===== src/rtl/ber_word_gen.sv =====
// ber_word_gen: LFSR word source for the bit-error measurement path.
// Emits a 12-bit information word and a copy of it with exactly w bits flipped,
// so the Hamming distance between each pair is known ahead of time.
//
// Ports:
//   clk         rising-edge clock
//   rst         synchronous active-high reset
//   start       begin a run (sampled in IDLE only)
//   seed        first information word (0 is replaced by 1)
//   err_weight  bits to flip per word, saturated to 12
//   n_words     words per run, 0 gives an empty run
//   info_bits   current information word
//   esti_bits   info_bits with the error mask applied
//   valid       word pair on the outputs is valid
//   ready       consumer accepts the pair when valid && ready
//   busy        run in progress (SEND)
//   done        one-cycle pulse at the end of a run
module ber_word_gen (
   input  logic        clk,
   input  logic        rst,
   input  logic        start,
   input  logic [11:0] seed,
   input  logic [3:0]  err_weight,
   input  logic [7:0]  n_words,
   input  logic        ready,
   output logic [11:0] info_bits,
   output logic [11:0] esti_bits,
   output logic        valid,
   output logic        busy,
   output logic        done
);

   typedef enum logic [1:0] {StIdle, StSend, StDone} state_e;

   state_e      state_q, state_d;
   logic [11:0] lfsr_q, lfsr_d;
   logic [3:0]  weight_q, weight_d;
   logic [7:0]  count_q, count_d;
   logic [3:0]  rot_q, rot_d;

   logic [11:0] lfsr_next;
   logic [3:0]  rot_next;
   logic [12:0] base_wide;
   logic [11:0] base;
   logic [23:0] rot_wide;
   logic [11:0] mask;

   // x^12 + x^6 + x^4 + x + 1, Fibonacci form
   assign lfsr_next = {lfsr_q[10:0], lfsr_q[11] ^ lfsr_q[5] ^ lfsr_q[3] ^ lfsr_q[0]};

   // rot + 5 mod 12 without widening: rot >= 7 wraps to rot - 7
   assign rot_next = (rot_q >= 4'd7) ? (rot_q - 4'd7) : (rot_q + 4'd5);

   // w low bits set, then rotated left by rot. Rotation keeps popcount == w.
   assign base_wide = (13'd1 << weight_q) - 13'd1;
   assign base      = base_wide[11:0];
   assign rot_wide  = {base, base} << rot_q;
   assign mask      = rot_wide[23:12];

   assign info_bits = lfsr_q;
   assign esti_bits = lfsr_q ^ mask;

   always_ff @(posedge clk) begin
      if (rst) begin
         state_q  <= StIdle;
         lfsr_q   <= 12'h000;
         weight_q <= 4'd0;
         count_q  <= 8'd0;
         rot_q    <= 4'd0;
      end else begin
         state_q  <= state_d;
         lfsr_q   <= lfsr_d;
         weight_q <= weight_d;
         count_q  <= count_d;
         rot_q    <= rot_d;
      end
   end

   always_comb begin
      state_d  = state_q;
      lfsr_d   = lfsr_q;
      weight_d = weight_q;
      count_d  = count_q;
      rot_d    = rot_q;
      valid    = 1'b0;
      busy     = 1'b0;
      done     = 1'b0;

      unique case (state_q)
         StIdle: begin
            if (start) begin
               lfsr_d   = (seed == 12'h000) ? 12'h001 : seed;
               weight_d = (err_weight > 4'd12) ? 4'd12 : err_weight;
               count_d  = n_words;
               rot_d    = 4'd0;
               state_d  = (n_words == 8'd0) ? StDone : StSend;
            end
         end
         StSend: begin
            valid = 1'b1;
            busy  = 1'b1;
            if (ready) begin
               count_d = count_q - 8'd1;
               lfsr_d  = lfsr_next;
               rot_d   = rot_next;
               if (count_q == 8'd1) begin
                  state_d = StDone;
               end
            end
         end
         StDone: begin
            done    = 1'b1;
            state_d = StIdle;
         end
         default: begin
            state_d = StIdle;
         end
      endcase
   end

endmodule

===== config.mk =====
export PLATFORM = sky130hd
export DESIGN_NAME = ber_word_gen
export DESIGN_NICKNAME = d
export VERILOG_FILES = /design/src/rtl/ber_word_gen.sv
export SDC_FILE = /design/constraint.sdc
export NUM_CORES = 1
export LEC_CHECK = 0
export CAP_MARGIN = 10
export CELL_PAD_IN_SITES_DETAIL_PLACEMENT = 1
export CELL_PAD_IN_SITES_GLOBAL_PLACEMENT = 1
export CORE_UTILIZATION = 38
export CTS_BUF_LIST = sky130_fd_sc_hd__clkbuf_2
export DETAILED_ROUTE_END_ITERATION = 10
export GPL_ROUTABILITY_DRIVEN = 0
export PLACE_DENSITY_LB_ADDON = 0.05
export REMOVE_ABC_BUFFERS = 1
export SLEW_MARGIN = 20
export SYNTH_ARGS = -nofsm -noshare
export SYNTH_HDL_FRONTEND = slang
export SYNTH_SLANG_ARGS = --single-unit

===== constraint.sdc =====
create_clock -name clk -period 4.85 [get_ports clk]
set_input_delay 1.455 -clock clk [delete_from_list [all_inputs] [get_ports clk]]
set_output_delay 1.455 -clock clk [all_outputs]
set_load 0.01 [all_outputs]

==> run summary <==
Cell Area, Placed: 3490 um2
Synth Warn #: 0
Async S/R FF share, synth: 0%
RSZ-0062 raised after global routing: no
WS Path Type: register to output pin
Worst-Skew Late Latency: 0.37 ns
largest family of logic cells by synthesized area: compound AO/OA/AOI/OAI gates
Post-Synth Simple-Gate Area: 26.4%
mux share of post-synthesis cell area: 4.30%
NumNets Final: 485
top-area cell type share of the netlist area: 21.3%
Total Routing Usage GR: 26.8%
final core utilization: 50.0%
final wirelength: 10,000 um
syn_area_per_cell: 6.92 um2
Initial Util: 39.1%
Clock Pin Slew Worst Setup and Hold Paths: 0.18 ns
Initial DRC Count: 171
Power Dens Cells: 238 nW/um2
largest net degree at the start of global routing: 36
met3 Use GR: 2.92%
Compound-Gate Fraction of Synth Area: 33.7%
grt met1 use: 36.1%
DRC: 0
Fmax: 215 MHz
Finish-stage setup viols: 0
Post-synth EDFFs: 0
clock tree buffer depth: 2
Top FF cell, synth: dfxtp_1
row count: 31
Synth Area in Adders: 1.77%
crit-path max cell delay: 0.53 ns
height of the die: 88.2 um
layer carrying the most global-route usage: met2
top cells by area, synth: dfxtp_1 (21%), nand2_1 (7.4%), a21oi_1 (5.3%)
Mapped Area: 2820 um2
number of global-route vias before repair: 3,267
setup tns final: 0 ns
first-pass GRT wire length: 16,300 um
Layout Skew: 0.0195 ns
Slew HR: 48.5%
max-slew violations: 0
count leader, synth: nand2_1
Core Footprint: 7210 um2
Pwr Total: 0.000858 W
Worst setup EP type: output pin
Final Hold Vio Count: 0
Netlist cell types: 59
Final min period: 4.65 ns
H-Tree Depth: 2
Post-DRT Antenna Nets: 0
first drt pass iteration count: 4
Congestion Overflow GR: 0
status: complete, no violations
CTS tree: yes
Post-Layout Inst Area: 3610 um2
Mapped Cells: 408
port buffer count: 54
Wirelength per Cell: 18.1 um
critical path data arrival time: 3.20 ns
area leader, netlist: dfxtp_1
chip width: 88.2 um
DIE AREA: 7780 um2
CP Max Fanout: 8
Area Growth Syn to Fin: 27.8%
detailed-placement wirelength estimate: 7420 um
drt via density: 6.10
Final period util: 95.9%
P_leak: 1.33 nW
max cap viols: 0
met2 Track Usage GR: 44.1%
CP required: 3.39 ns
antenna violations before repair: 0
# diodes: 0
most used cell, CP: a21o_1
commonest cells in the netlist: nand2_1 (56), nor2_1 (38), a21oi_1 (30), dfxtp_1 (30), clkbuf_1 (26)
cts hold-fix bufs: 0
Seq cells post-synth: 30
fraction of layout cells with a size suffix above 1: 13.0%
CTS Sinks: 30
total number of vias: 3,371
Worst IR Drop VDD: 106 uV
hold crit path type: register to register
Worst Max-Slew Pin Slew: 0.771 ns
total CTS buffers: 5
Setup crit start kind: register
Crit-path slowest cell: or4b_4
register area share after synthesis: 21.3%
post-synthesis xor/xnor area fraction: 5.27%
critical path cell sequence: nor4_4, inv_1, ha_2, or4b_4, a21o_1, a21o_1, a31o_1, a31oi_1, xor2_1, dlygate4sd2_1
CTS Root Buffer Type: clkbuf_2
I/O pin cnt: 55
[worst paths after layout]
| kind | start | end | slack [ns] | cells after the start |
|---|---|---|---|---|
| setup / recovery | weight_q[0] | esti_bits[9] | 0.20 | 10 |
| hold reg to reg | weight_q[1] | weight_q[1] | 0.51 | 2 |
| hold / removal | weight_q[1] | weight_q[1] | 0.51 | 2 |
| setup reg to reg | state_q[1] | info_bits[0] | 2.96 | 7 |
[power by group]
group          internal [W]  leakage [nW]  switching [W]
registers          0.000268         0.248      0.0000330
clock network     0.0000329        0.0264      0.0000934
logic              0.000197          1.06       0.000234
[critical path, delay by kind of cell (launching register included)]
| kind | cells | cell delay [ns] |
|---|---|---|
| simple gates | 2 | 0.80 |
| compound gates | 4 | 0.88 |
| flops | 1 | 0.37 |
| fa+ha+maj | 1 | 0.23 |
| buf+inv | 2 | 0.38 |
| xor+xnor | 1 | 0.16 |
[cell usage in the layout (no fill, tap or decap), types with 3 or more instances in the layout]
cell type / count
nand2_1: 56
clkdlybuf4s50_1: 41
nor2_1: 36
a21oi_1: 28
dfxtp_1: 28
o21ai_0: 22
buf_4: 22
a311oi_1: 15
nor3_1: 13
inv_1: 11
nand3_1: 11
o211ai_1: 11
xnor2_1: 10
mux2i_1: 10
a31oi_1: 8
clkbuf_2: 8
xor2_1: 7
or2_2: 6
nor4_1: 6
a211oi_1: 6
a221oi_1: 5
dlymetal6s2s_1: 5
nand2b_1: 4
a22oi_1: 4
and2_1: 4
a21o_1: 4
o21a_1: 4
or3_1: 3
nor2b_1: 3
nand4_1: 3
ha_1: 3
dlygate4sd2_1: 3
[through the flow]
step | instances | setup WS (ns) | hold WS, ns
final | 553 | 0.197 | 0.507
after global placement | 544 | 0.268 | 0.486
after detailed placement | 544 | 0.137 | 0.497
after CTS | 552 | 0.00228 | 0.501
after global routing | 553 | 0.00200 | 0.542
after floorplan | 370 | 0.424 | 0.452
[kinds of logic after synthesis]
| logic type | after synthesis |
|---|---|
| and+or+nand+nor | 157 |
| buffers and inverters | 50 |
| xor gates and xnor gates | 17 |
| muxes | 12 |
| adders and majority gates | 4 |
| DFF | 30 |
| AOI/OAI and AO/OA | 138 |
[layer usage]
layer	wire length, um	vias up
met5	0	-
met4	234	0
met3	442	18
met2	4700	94
met1	4630	1656
li1	-	1603
[cell type report]
class	count	area [um2]
Sequential cell	30	603
Clock buffer	5	25.0
Clock inverter	3	16.3
Timing Repair Buffer	76	694
Multi-Input combinational cell	328	2100
Inverter	12	45.0
Tap cell	99	124
Fill cell	926	3610
[flip-flops by register name (all words and copies together) (netlist names)]
register	count
count_q	8
info_bits	12
rot_q	4
state_q	2
weight_q	4
[timing repair]
| action | in CTS | in global routing |
|---|---|---|
| gates resized for setup | 20 | 18 |
| setup endpoints to repair | 12 | 11 |
| setup buffers | 0 | 1 |
| pin swaps | 3 | 1 |
| endpoints found under the hold margin | 0 | 0 |
Power figures use the tool's default switching activity.
